--- src/rtl/maze_pkg.sv ---
// Shared maze geometry for the generator, wall renderer and player movement.
// Cell id = row*5 + col; wall vector bit 1 means a wall is present.
package maze_pkg;

    localparam int MAZE_ROWS  = 4;
    localparam int MAZE_COLS  = 5;
    localparam int NUM_CELLS  = 20;
    localparam int WALL_BITS  = 31;
    localparam int VWALL_BASE = 0;
    localparam int HWALL_BASE = 16;

    typedef enum logic [1:0] {
        ST_IDLE,
        ST_INIT,
        ST_WALK,
        ST_DONE
    } gen_state_t;

    // Encoding matches the bit order of the {N,E,S,W} neighbour mask.
    typedef enum logic [1:0] {
        DIR_W = 2'd0,
        DIR_S = 2'd1,
        DIR_E = 2'd2,
        DIR_N = 2'd3
    } dir_t;

    function automatic logic [4:0] east_wall_idx(input logic [4:0] r,
                                                 input logic [4:0] c);
        return 5'(VWALL_BASE + (MAZE_COLS - 1) * r + c);
    endfunction

    function automatic logic [4:0] south_wall_idx(input logic [4:0] r,
                                                  input logic [4:0] c);
        return 5'(HWALL_BASE + MAZE_COLS * r + c);
    endfunction

    function automatic logic [4:0] cell_row(input logic [4:0] id);
        logic [4:0] r;
        if (id >= 5'd15)      r = 5'd3;
        else if (id >= 5'd10) r = 5'd2;
        else if (id >= 5'd5)  r = 5'd1;
        else                  r = 5'd0;
        return r;
    endfunction

    function automatic logic [4:0] cell_col(input logic [4:0] id);
        return 5'(id - MAZE_COLS * cell_row(id));
    endfunction

endpackage

--- src/rtl/maze_lfsr16.sv ---
// 16-bit Galois LFSR (taps 16'hB400, shifting right) for the maze generator.
// Ports: clock; load/seed overwrite the state; enable advances it one step.
module maze_lfsr16 (
    input  logic        clock,
    input  logic        load,
    input  logic        enable,
    input  logic [15:0] seed,
    output logic [15:0] state
);

    // No reset: the state is always loaded before it is consumed.
    always_ff @(posedge clock) begin
        if (load)
            state <= seed;
        else if (enable)
            state <= {1'b0, state[15:1]} ^ (state[0] ? 16'hB400 : 16'h0000);
    end

endmodule

--- src/rtl/maze_generator.sv ---
// Randomized iterative DFS maze generator for the 5x4 grid.
// Ports: clock, reset (sync, active high), start, seed[15:0] in;
//        maze[30:0], maze_valid, busy, done out.
module maze_generator
    import maze_pkg::*;
#(
    parameter logic [15:0] DEFAULT_SEED = 16'hACE1
) (
    input  logic                 clock,
    input  logic                 reset,
    input  logic                 start,
    input  logic [15:0]          seed,
    output logic [WALL_BITS-1:0] maze,
    output logic                 maze_valid,
    output logic                 busy,
    output logic                 done
);

    gen_state_t state, state_next;

    logic [WALL_BITS-1:0] work;
    logic [NUM_CELLS-1:0] visited;
    logic [4:0]           stack [NUM_CELLS];
    logic [4:0]           sp;
    logic [4:0]           cur;

    logic [15:0] lfsr;
    logic [15:0] seed_value;
    logic        accept;

    logic [4:0] row, col;
    logic [4:0] nb_n, nb_e, nb_s, nb_w;
    logic [3:0] nmask, rot;
    logic [1:0] pos;
    dir_t       dir;
    logic [4:0] nb;
    logic [4:0] widx;
    logic       carve;

    assign accept     = (state == ST_IDLE) && start;
    assign seed_value = (seed == 16'h0) ? DEFAULT_SEED : seed;

    maze_lfsr16 u_lfsr (
        .clock  (clock),
        .load   (accept),
        .enable (state == ST_WALK),
        .seed   (seed_value),
        .state  (lfsr)
    );

    assign row  = cell_row(cur);
    assign col  = cell_col(cur);
    assign nb_n = cur - 5'd5;
    assign nb_e = cur + 5'd1;
    assign nb_s = cur + 5'd5;
    assign nb_w = cur - 5'd1;

    // Out-of-grid neighbours are masked before their visited bit matters.
    assign nmask[3] = (row != 5'd0) && !visited[nb_n];
    assign nmask[2] = (col != 5'(MAZE_COLS - 1)) && !visited[nb_e];
    assign nmask[1] = (row != 5'(MAZE_ROWS - 1)) && !visited[nb_s];
    assign nmask[0] = (col != 5'd0) && !visited[nb_w];
    assign carve    = |nmask;

    // Rotated position p holds original direction (p + lfsr[1:0]) mod 4.
    always_comb begin
        rot = 4'h0;
        for (int i = 0; i < 4; i++)
            rot[i] = nmask[2'(2'(i) + lfsr[1:0])];
        pos = 2'd0;
        if (rot[3])      pos = 2'd3;
        else if (rot[2]) pos = 2'd2;
        else if (rot[1]) pos = 2'd1;
        dir = dir_t'(2'(pos + lfsr[1:0]));
    end

    always_comb begin
        nb   = nb_e;
        widx = 5'd0;
        unique case (dir)
            DIR_N: begin
                nb   = nb_n;
                widx = south_wall_idx(row - 5'd1, col);
            end
            DIR_E: begin
                nb   = nb_e;
                widx = east_wall_idx(row, col);
            end
            DIR_S: begin
                nb   = nb_s;
                widx = south_wall_idx(row, col);
            end
            DIR_W: begin
                nb   = nb_w;
                widx = east_wall_idx(row, col - 5'd1);
            end
        endcase
    end

    always_ff @(posedge clock) begin
        if (reset)
            state <= ST_IDLE;
        else
            state <= state_next;
    end

    always_comb begin
        state_next = state;
        unique case (state)
            ST_IDLE: if (start) state_next = ST_INIT;
            ST_INIT: state_next = ST_WALK;
            ST_WALK: if (!carve && sp == 5'd1) state_next = ST_DONE;
            ST_DONE: state_next = ST_IDLE;
        endcase
    end

    always_ff @(posedge clock) begin
        if (reset) begin
            maze       <= '0;
            maze_valid <= 1'b0;
            busy       <= 1'b0;
            done       <= 1'b0;
        end else begin
            done <= 1'b0;
            unique case (state)
                ST_IDLE: begin
                    if (start) busy <= 1'b1;
                end
                ST_INIT: begin
                    work     <= '1;
                    visited  <= NUM_CELLS'(1);
                    stack[0] <= 5'd0;
                    sp       <= 5'd1;
                    cur      <= 5'd0;
                end
                ST_WALK: begin
                    if (carve) begin
                        work[widx]  <= 1'b0;
                        stack[sp]   <= nb;
                        sp          <= sp + 5'd1;
                        visited[nb] <= 1'b1;
                        cur         <= nb;
                    end else begin
                        sp <= sp - 5'd1;
                        if (sp != 5'd1) cur <= stack[sp - 5'd2];
                    end
                end
                ST_DONE: begin
                    maze       <= work;
                    maze_valid <= 1'b1;
                    done       <= 1'b1;
                    busy       <= 1'b0;
                end
            endcase
        end
    end

endmodule

--- config.mk ---
export PLATFORM = sky130hd
export DESIGN_NAME = maze_generator
export DESIGN_NICKNAME = d
export VERILOG_FILES = /design/src/rtl/maze_pkg.sv /design/src/rtl/maze_lfsr16.sv /design/src/rtl/maze_generator.sv
export SDC_FILE = /design/constraint.sdc
export NUM_CORES = 1
export LEC_CHECK = 0
export ABC_AREA = 1
export CORE_ASPECT_RATIO = 0.9
export CORE_UTILIZATION = 55
export CTS_BUF_LIST = sky130_fd_sc_hd__clkbuf_16
export CTS_CLUSTER_SIZE = 24
export DETAILED_ROUTE_END_ITERATION = 10
export HOLD_SLACK_MARGIN = 0.03
export PLACE_DENSITY = 0.73
export SLEW_MARGIN = 10
export SYNTH_ARGS = -nofsm -noshare
export SYNTH_HDL_FRONTEND = slang
export SYNTH_SLANG_ARGS = --single-unit
--- constraint.sdc ---
create_clock -name clock -period 10.7 [get_ports clock]
set_input_delay 2.675 -clock clock [delete_from_list [all_inputs] [get_ports clock]]
set_output_delay 2.675 -clock clock [all_outputs]
set_load 0.005 [all_outputs]
Word level (Yosys, flattened, before mapping). Memories as Yosys holds them, arrays and structs flattened. Cells that the tools add are included.

Bits in registers: 113. RAM bits: 100. Bits of input ports: 19. Output and inout bits: 34. Word-level logic and storage cells: 149. Memories: 1.

Add/subtract/negate cells: 20. Multiply operators: 2. Order comparisons: 14. Equal/unequal tests: 14. Muxes and demuxes: 55. Bitwise operators: 5. Reduce and logical (&&, ||, !) cells: 28.

Memories: stack (depth 20, bits a word 5, read ports 1, clocked after Yosys merged registers in 0, write ports 1, line maze_generator.sv:23) `logic [4:0] stack [NUM_CELLS];`.

Operators by type and width (number): $mux W16 (4); $pmux W31 S2 (1); $pmux W20 S2 (1); $pmux W5 S4 (2); $lt A5 B6 Y1 const B (6); $and A31 B31 Y31 (1); $mux W31 (1); $not A31 Y31 (1); $mux W5 (5); $mux W1 (21); $add A5 B5 Y5 (4); $bmux W1 S5 (4); $mux W20 (1); $or A20 B20 Y20 (1); $pmux W5 S2 (2); $sub A5 B1 Y5 const B (4); $logic_not A16 Y1 (1); $xor A15 B16 Y16 (1); $mux W2 (6); $add A5 B1 Y5 const B (2); $add A5 B5 Y5 const A (2); $demux W1 S5 (2); $ge A5 B1 Y1 const B (2); $ge A5 B4 Y1 const B (2); other kinds (32) (61).

Depth between registers and ports, before layout. Gate-level depths: netlist (run 1).

Depth in word-level cells: 24. Gate-level depth with buffers: 37.

Hierarchy. From an unflattened synthesis (run 1), not the netlist that was laid out.

Cell total of the unflattened synthesis: 1240. Area, all modules: 11399.7 um2.

By module, submodules not included: maze_generator (times used 1, cells each 1162, area an instance 10633.9 um2, sequential area each 5555.3 um2); maze_lfsr16 (times used 1, cells each 78, area an instance 765.7 um2, sequential area each 480.5 um2).

Worst setup path before layout (run 1). No wires, ideal clock.

Kind: register to register. Start point: register cur[1]. End point: register visited[0] (enable). Library setup time: 0.523 ns. Data arrival time: 6.630 ns. Slack: 3.548 ns. Cell stages (with the launch flop): 23. Buffers on the path: 0. Clock period less this slack: 7.152 ns. Cell sequence: edfxtp_1 ha_1 nand2_1 nor2_1 ha_1 nor2_1 inv_1 a21oi_1 inv_1 ha_1 inv_1 fa_1 inv_1 ha_1 inv_1 nor2_1 nand3_1 nand2_1 inv_2 nand2_1 nand4_1 nor2_1 nor3_1.

Longest elaborated chain between the ends: 11.

RTL lines: start: declaration (line maze_generator.sv:25) `logic [4:0] cur;`; start signal: assignment (line maze_generator.sv:142) `cur <= nb;`; start signal: assignment (line maze_generator.sv:145) `if (sp != 5'd1) cur <= stack[sp - 5'd2];`; $ge A5 B3 Y1 (line maze_pkg.sv:41) `else if (id >= 5'd5) r = 5'd1;`; $mux W1 (line maze_pkg.sv:41); $mux W2 (line maze_pkg.sv:40) `else if (id >= 5'd10) r = 5'd2;`; $mux W2 (line maze_pkg.sv:39) `if (id >= 5'd15) r = 5'd3;`; $mul A3 B2 Y5 (line maze_pkg.sv:47) `return 5'(id - MAZE_COLS * cell_row(id));`; $sub A5 B5 Y5 (line maze_pkg.sv:47); $ne A5 B3 Y1 or $reduce_bool A5 Y1 (tied branches) (line maze_generator.sv:60, maze_generator.sv:62); $logic_and A1 B1 Y1, on equally long branches (line maze_generator.sv:60, maze_generator.sv:62); $reduce_or A4 Y1 (*) (line maze_generator.sv:63) `assign carve = |nmask;`; $ne A2 B2 Y1 (no source line) (*); $reduce_and A3 Y1 (no source line) (*); end signal: assignment (line maze_generator.sv:131) `visited <= NUM_CELLS'(1);`; end signal: indexed assignment (line maze_generator.sv:141) `visited[nb] <= 1'b1;`; end: declaration (line maze_generator.sv:22) `logic [NUM_CELLS-1:0] visited;`.

Mark *: on every way between the ends. The rest lies on a longest branch, timed or not. The select of a mux whose other input is x is not followed. A chain may end at the register's enable or synchronous reset.

Worst setup path after layout (run 1).
Start point: register cur[0]. End point: memory stack[11][1], data pin.

Longest elaborated chain between the ends: 17.

RTL lines: $ge A5 B3 Y1 (line maze_pkg.sv:41); $mux W1 (line maze_pkg.sv:41); $mux W2 (line maze_pkg.sv:40); $mux W2 (line maze_pkg.sv:39); $mul A3 B2 Y5 (line maze_pkg.sv:47); $sub A5 B5 Y5 (line maze_pkg.sv:47); $ne A5 B3 Y1 or $reduce_bool A5 Y1 (tied branches) (line maze_generator.sv:60, maze_generator.sv:62); $logic_and A1 B1 Y1, on equally long branches (line maze_generator.sv:60, maze_generator.sv:62); $bmux W1 S2 (line maze_generator.sv:69) `rot[i] = nmask[2'(2'(i) + lfsr[1:0])];`; $mux W1 (not written as such) (line maze_generator.sv:69); $mux W1 (line maze_generator.sv:73) `else if (rot[1]) pos = 2'd1;`; $mux W2 (line maze_generator.sv:72) `else if (rot[2]) pos = 2'd2;`; $mux W2 (line maze_generator.sv:71) `if (rot[3]) pos = 2'd3;`; $add A2 B2 Y2 (line maze_generator.sv:74) `dir = dir_t'(2'(pos + lfsr[1:0]));`; $eq A2 B1 Y1, or another cell as far along (line maze_generator.sv:80) `unique case (dir)`; $pmux W5 S4 (line maze_generator.sv:80); $mux W5 (no source line) (*); end: declaration (line maze_generator.sv:23).

Marked as above.

==> impl_results.md, run 1 <==
* Status: complete, no violations
* Largest area contributor in the netlist: edfxtp_1
* Worst setup EP type: flop
* Final-report hold violation count at 0
* Synth area leaders: edfxtp_1 47%, nand2_1 6.8%, dfxtp_1 6.3%
* DRC viols at 0
* Hpwl dp at 17300 um
* Clock buffer count from CTS at 23
* Mapped cell area at 0.01140 mm^2
* Setup crit start kind: flop
* Register area at 0.006036 mm^2
* Max_cap viols at 0
* Placer Congestion at 0.9027
* RSZ-0062 raised after global routing: false
* Antenna violations before repair at 0
* Slew Limit Fails at 0
* Number of global-route vias before repair at 8361
* Period utilization at 0.6908
* Post-route ant nets at 0
* Post-layout min period at 7391 ps
* Async set or reset register ratio after synthesis at 0
* Reg clk slew, reported paths at 60 ps
* Achievable Freq at 135.3 MHz
* CTS tree: yes
* Synth top area share at 0.4663
* Total Routing Usage GR at 0.2500
* Vias per cell at 5.697
* Number of flops mapped to enable cells by yosys at 177
* Final setup violation count at 0
* Setup TNS at 0 ps
* Clock Tree Root: clkbuf_16
* Drt pass-1 iters at 5
* Routed length per placed instance at 16.91 um
* Fill cell count at 1679
* Synth-to-layout area growth at 12.28%
* Share of layout cells above drive strength 1 at 0.09112
* Slowest CP cell: edfxtp_1
* Cts hold-fix bufs at 0
* # Post-CTS Setup Buffers at 0
* DRT iter0 DRCs at 787
* I/O Buffers at 52
* Initial Utilization at 0.5651
* CP Class: reg2reg
* Core area at 0.02017 mm^2
* Boundary pin count at 53
* Required time of the critical path at 10870 ps
* Worst-skew pair later-pin latency at 520 ps
* Worst Skew at 10.09 ps
* CTS sink count at 213
* Pin count of the biggest net entering global routing at 60
* Row Count at 49
* Hold Path Class: reg2reg
* Total Wirelength at 25840 um
* GR Overflow Total at 0
* Worst-case clock buffer depth at 3
* Number of diodes at 0
* Worst path arrival time at 7560 ps
* Vias at 8705
* Worst slew margin at 0.2631
* Area occupied by multi-input gates at 0.004737 mm^2
* Least-Margin Pin Slew at 1105 ps
* Nets at 1324
* Top cells by count, synth: 208 x nand2_1, 187 x nor2_1, 177 x edfxtp_1
* Synthesized netlist cell count at 1224
* #FFs+latches synth at 213
* CTS H-tree depth at 1
* Synth unique cells at 48
* Most common cell in the netlist: nand2_1
* Avg Cell Area, Syn at 9.312 um^2
* DIE HEIGHT at 138.6 um
* CP Max Fanout at 23
* Crit-path max cell delay at 800 ps
* Die ar. at 0.02130 mm^2
* Post-synthesis sequential area ratio at 0.5295
* # resized after CTS at 0
* Most used DFF post-synth: edfxtp_1
* Yosys Warn Count at 0
* Syn_nets at 1292
* First-pass GRT wire length at 43020 um
* Die X at 153.7 um
* Cell mode on critical path: inv_1
## stage by stage
step                area [um^2]  instances  setup WS, ps  hold WS, ps    util
floorplan                 11400       1224          3548        465.0       -
global placement          12030       1486          3568        454.8  0.5963
detailed placement        12030       1486          3342        480.2  0.5963
CTS                       12790       1528          3320        493.8  0.6343
global route              12800       1528          2640        526.2  0.6345
finish                    12800       1528          3309        485.4  0.6345
## metal layers
metal  share of wire  global-route usage  wire length [um]  up-vias
li1                -                   -                 -     4267
met1            0.45              0.3550             11660     4137
met2            0.47              0.4112             12120      265
met3           0.063             0.03125              1635       36
met4           0.017             0.05737               428        0
met5               0                   0                 0        -
## cell families (layout without fill, tap and decap cells)
kind of cell,Yosys count,in the layout,share of synthesized area
AO/OA/AOI/OAI,198,198,0.09748
XOR/XNOR,19,19,0.01690
adder cells (fa/ha/maj),49,49,0.05708
buffers and inverters,150,199,0.05576
flip-flops,213,213,0.5295
AND/OR/NAND/NOR,595,595,0.2432
## worst max-delay path, delay by kind of cell, from the launching register on
family | cells | cell delay [ps]
AND/OR/NAND/NOR | 12 | 2050
adder cells (fa/ha/maj) | 5 | 1910
flip-flops | 1 | 800
AO/OA/AOI/OAI | 2 | 710
buffers and inverters | 9 | 1540
## flip-flops by register name (all words and copies together) (netlist names)
register and count:
busy 1, cur 5, done 1, maze 31
maze_valid 1, sp 5, stack 100, state 2
u_lfsr.state 16, visited 20, work 31
## final timing paths
check | from | to | slack (ps) | cells after the start
max | cur[0] | stack[11][1] | 3310 | 28
min | maze_valid | maze_valid | 490 | 2
max reg2reg | cur[0] | stack[11][1] | 3310 | 28
min reg2reg | maze_valid | maze_valid | 490 | 2
## area by class of cell
class                   count  area share
repair buffers             59     0.04477
inverters                  98     0.02874
flip-flops and latches    213      0.4716
clock buffers              23     0.04497
clock inverters            19     0.01486
well taps                 255     0.02493
multi-input cells         861      0.3701
## placed cells by master (no fill, tap or decap), types with 2 or more instances in the layout
cell type	instances
a22oi_1	5
nand4_2	4
buf_4	7
nor2_1	185
dfxtp_1	36
clkdlybuf4s50_1	52
fa_1	5
clkinv_1	3
clkbuf_16	23
bufinv_16	3
o21ai_1	2
inv_2	12
nor2_4	13
o22ai_1	25
o21ai_0	105
o221ai_1	5
a21boi_0	4
inv_1	92
clkinv_2	2
edfxtp_1	177
xnor2_1	6
xor2_1	11
nand2_1	208
ha_1	44
nand3_1	125
a21oi_1	37
nand2_4	4
nand4_1	13
o211ai_1	6
a21oi_2	4
nand3b_1	2
nand2_2	14
nand3_2	9
nor4_1	4
nand3_4	2
nor2_2	6
Power of run 1 is not shown: default switching activity piles up to over one toggle a cycle in this logic, so the estimate is an artifact.
==> run 2: changes to the inputs <==
clock period = 7.4 ns   (was 10.7 ns; I/O delays follow)
==> run 2 against run 1 <==
Critical path depth up 9; design area up 0.45%; non-clock buffer count up 10; clock-buffer cell count up 2; hold slack worse by 16 ps; largest cell class unchanged; first-iteration DRC count up 4.3%; via count down 0.31%.
==> impl_results.md, run 2 (synthesis results as in run 1) <==
* First-pass GRT wire length at 43530 um (was 43020 um)
* CTS sink count at 213 (unchanged)
* DIE HEIGHT at 138.6 um (unchanged)
* Initial Utilization at 0.5651 (unchanged)
* Post-layout min period at 5953 ps (was 7391 ps)
* Top flop regs: stack (100), maze (31), work (31) (unchanged)
* DRC viols at 0 (unchanged)
* Final setup violation count at 0 (unchanged)
* Most flop-heavy register: stack (unchanged)
* Status: complete, no violations (unchanged)
* Grt peak-use layer: met2 (unchanged)
* CP Max Fanout at 16 (was 23)
* CTS H-tree depth at 1 (unchanged)
* Worst Hold Depth at 2 (unchanged)
* Setup TNS at 0 ps (unchanged)
* Antenna violations before repair at 0 (unchanged)
* Vias per cell at 5.642 (was 5.697)
* # Post-CTS Setup Buffers at 0 (unchanged)
* GRT met1 Usage at 0.3666 (was 0.3550)
* Worst setup EP type: flop (unchanged)
* Most frequent cells in the layout: 208 x nand2_1, 187 x nor2_1, 177 x edfxtp_1 (was 208 x nand2_1, 185 x nor2_1, 177 x edfxtp_1)
* Clock buffer count from CTS at 23 (unchanged)
* Boundary pin count at 53 (unchanged)
* Met3 Use GR at 0.04031 (was 0.03125)
* DRT iter0 DRCs at 821 (was 787)
* Required time of the critical path at 7680 ps (was 10870 ps)
* Core area at 0.02017 mm^2 (unchanged)
* Placer Congestion at 0.9324 (was 0.9027)
* Least-Margin Pin Slew at 1023 ps (was 1105 ps)
* Setup crit start kind: flop (unchanged)
* Slowest CP cell: edfxtp_1 (unchanged)
* Final-report hold violation count at 0 (unchanged)
* Hold Path Class: reg2reg (unchanged)
* Reg clk slew, reported paths at 70 ps (was 60 ps)
* Worst-case clock buffer depth at 3 (unchanged)
* Reg2reg path depth at 37 (was 28)
* Cts hold-fix bufs at 0 (unchanged)
* Number of global-route vias before repair at 8482 (was 8361)
* Period utilization at 0.8045 (was 0.6908)
* Die ar. at 0.02130 mm^2 (unchanged)
* Row Count at 49 (unchanged)
* I/O Buffers at 52 (unchanged)
* Worst-skew pair later-pin latency at 530 ps (was 520 ps)
* Setup WS pre-CTS at 1550 ps (was 3342 ps)
* Slew Limit Fails at 0 (unchanged)
* Hpwl dp at 17610 um (was 17300 um)
* CP Class: reg2reg (unchanged)
* Met2 Resource Use GR at 0.4010 (was 0.4112)
* Routed length per placed instance at 17.10 um (was 16.91 um)
* Worst Skew at 13.74 ps (was 10.09 ps)
* Clock Tree Root: clkbuf_16 (unchanged)
* Pin count of the biggest net entering global routing at 60 (unchanged)
* Die X at 153.7 um (unchanged)
* Vias at 8678 (was 8705)
* Max_cap viols at 0 (unchanged)
* Worst path arrival time at 6230 ps (was 7560 ps)
* Post-route ant nets at 0 (unchanged)
* Synth-to-layout area growth at 12.79% (was 12.28%)
* Total Routing Usage GR at 0.2542 (was 0.2500)
* Most common cell after layout, fill and taps aside: nand2_1 (unchanged)
* Crit-path max cell delay at 560 ps (was 800 ps)
* Max reg flops at 100 (unchanged)
* Number of diodes at 0 (unchanged)
* GR Overflow Total at 0 (unchanged)
* Final WS setup at 1447 ps (was 3309 ps)
* Total Wirelength at 26300 um (was 25840 um)
* CTS tree: yes (unchanged)
* Share of layout cells above drive strength 1 at 0.09821 (was 0.09112)
* Drt pass-1 iters at 5 (unchanged)
* Worst slew margin at 0.3171 (was 0.2631)
* Nets at 1334 (was 1324)
* RSZ-0062 raised after global routing: false (unchanged)
* Achievable Freq at 168.0 MHz (was 135.3 MHz)
* # resized after CTS at 0 (unchanged)
==> run 2: cell types whose count changed in the layout (fill, tap and decap cells not counted), sizes merged <==
cell,delta
buf,+10
bufinv,-2
clkbuf,+2
clkinv,+7
clkinvlp,-1
inv,-6
==> run 2: routing by layer <==
metal / vias up / part of all wire
li1: 4287 / -
met1: 4105 / 0.46
met2: 248 / 0.46
met3: 38 / 0.064
met4: 0 / 0.018
met5: - / 0
==> run 2: worst max-delay path: cells and delay by family, from the launching register on <==
kind                     cells  cell delay [ps]
flip-flops                   1              560
adder cells (fa/ha/maj)      5             1270
AO/OA/AOI/OAI                2              320
AND/OR/NAND/NOR             16             1580
buffers and inverters       13             1680
XOR/XNOR                     1              270
==> run 2: final cells by class <==
cell class                      count  area, um^2
Inverter                           98       367.9
Fill cell                        1654        7315
Tap cell                          255       319.1
Sequential cell                   213        6036
Clock buffer                       25       625.6
Clock inverter                     17       127.6
Multi-Input combinational cell    861        4732
Timing Repair Buffer               69       648.1
==> run 2: final timing paths <==
check,startpoint,endpoint,slack [ps]
setup / recovery,cur[0],work[2],1450
hold / removal,maze_valid,maze_valid,470
setup reg to reg,cur[0],work[2],1450
hold reg to reg,maze_valid,maze_valid,470
==> run 2: per-stage QoR <==
stage | hold slack, ps | util | area (um^2) | cells
floorplan | 465.0 | - | 11400 | 1224
global placement | 455.8 | 0.6000 | 12100 | 1496
detailed placement | 461.9 | 0.6000 | 12100 | 1496
CTS | 476.7 | 0.6374 | 12860 | 1538
global route | 531.8 | 0.6374 | 12860 | 1538
finish | 469.2 | 0.6374 | 12860 | 1538
Power of run 2 is left out for the same reason.
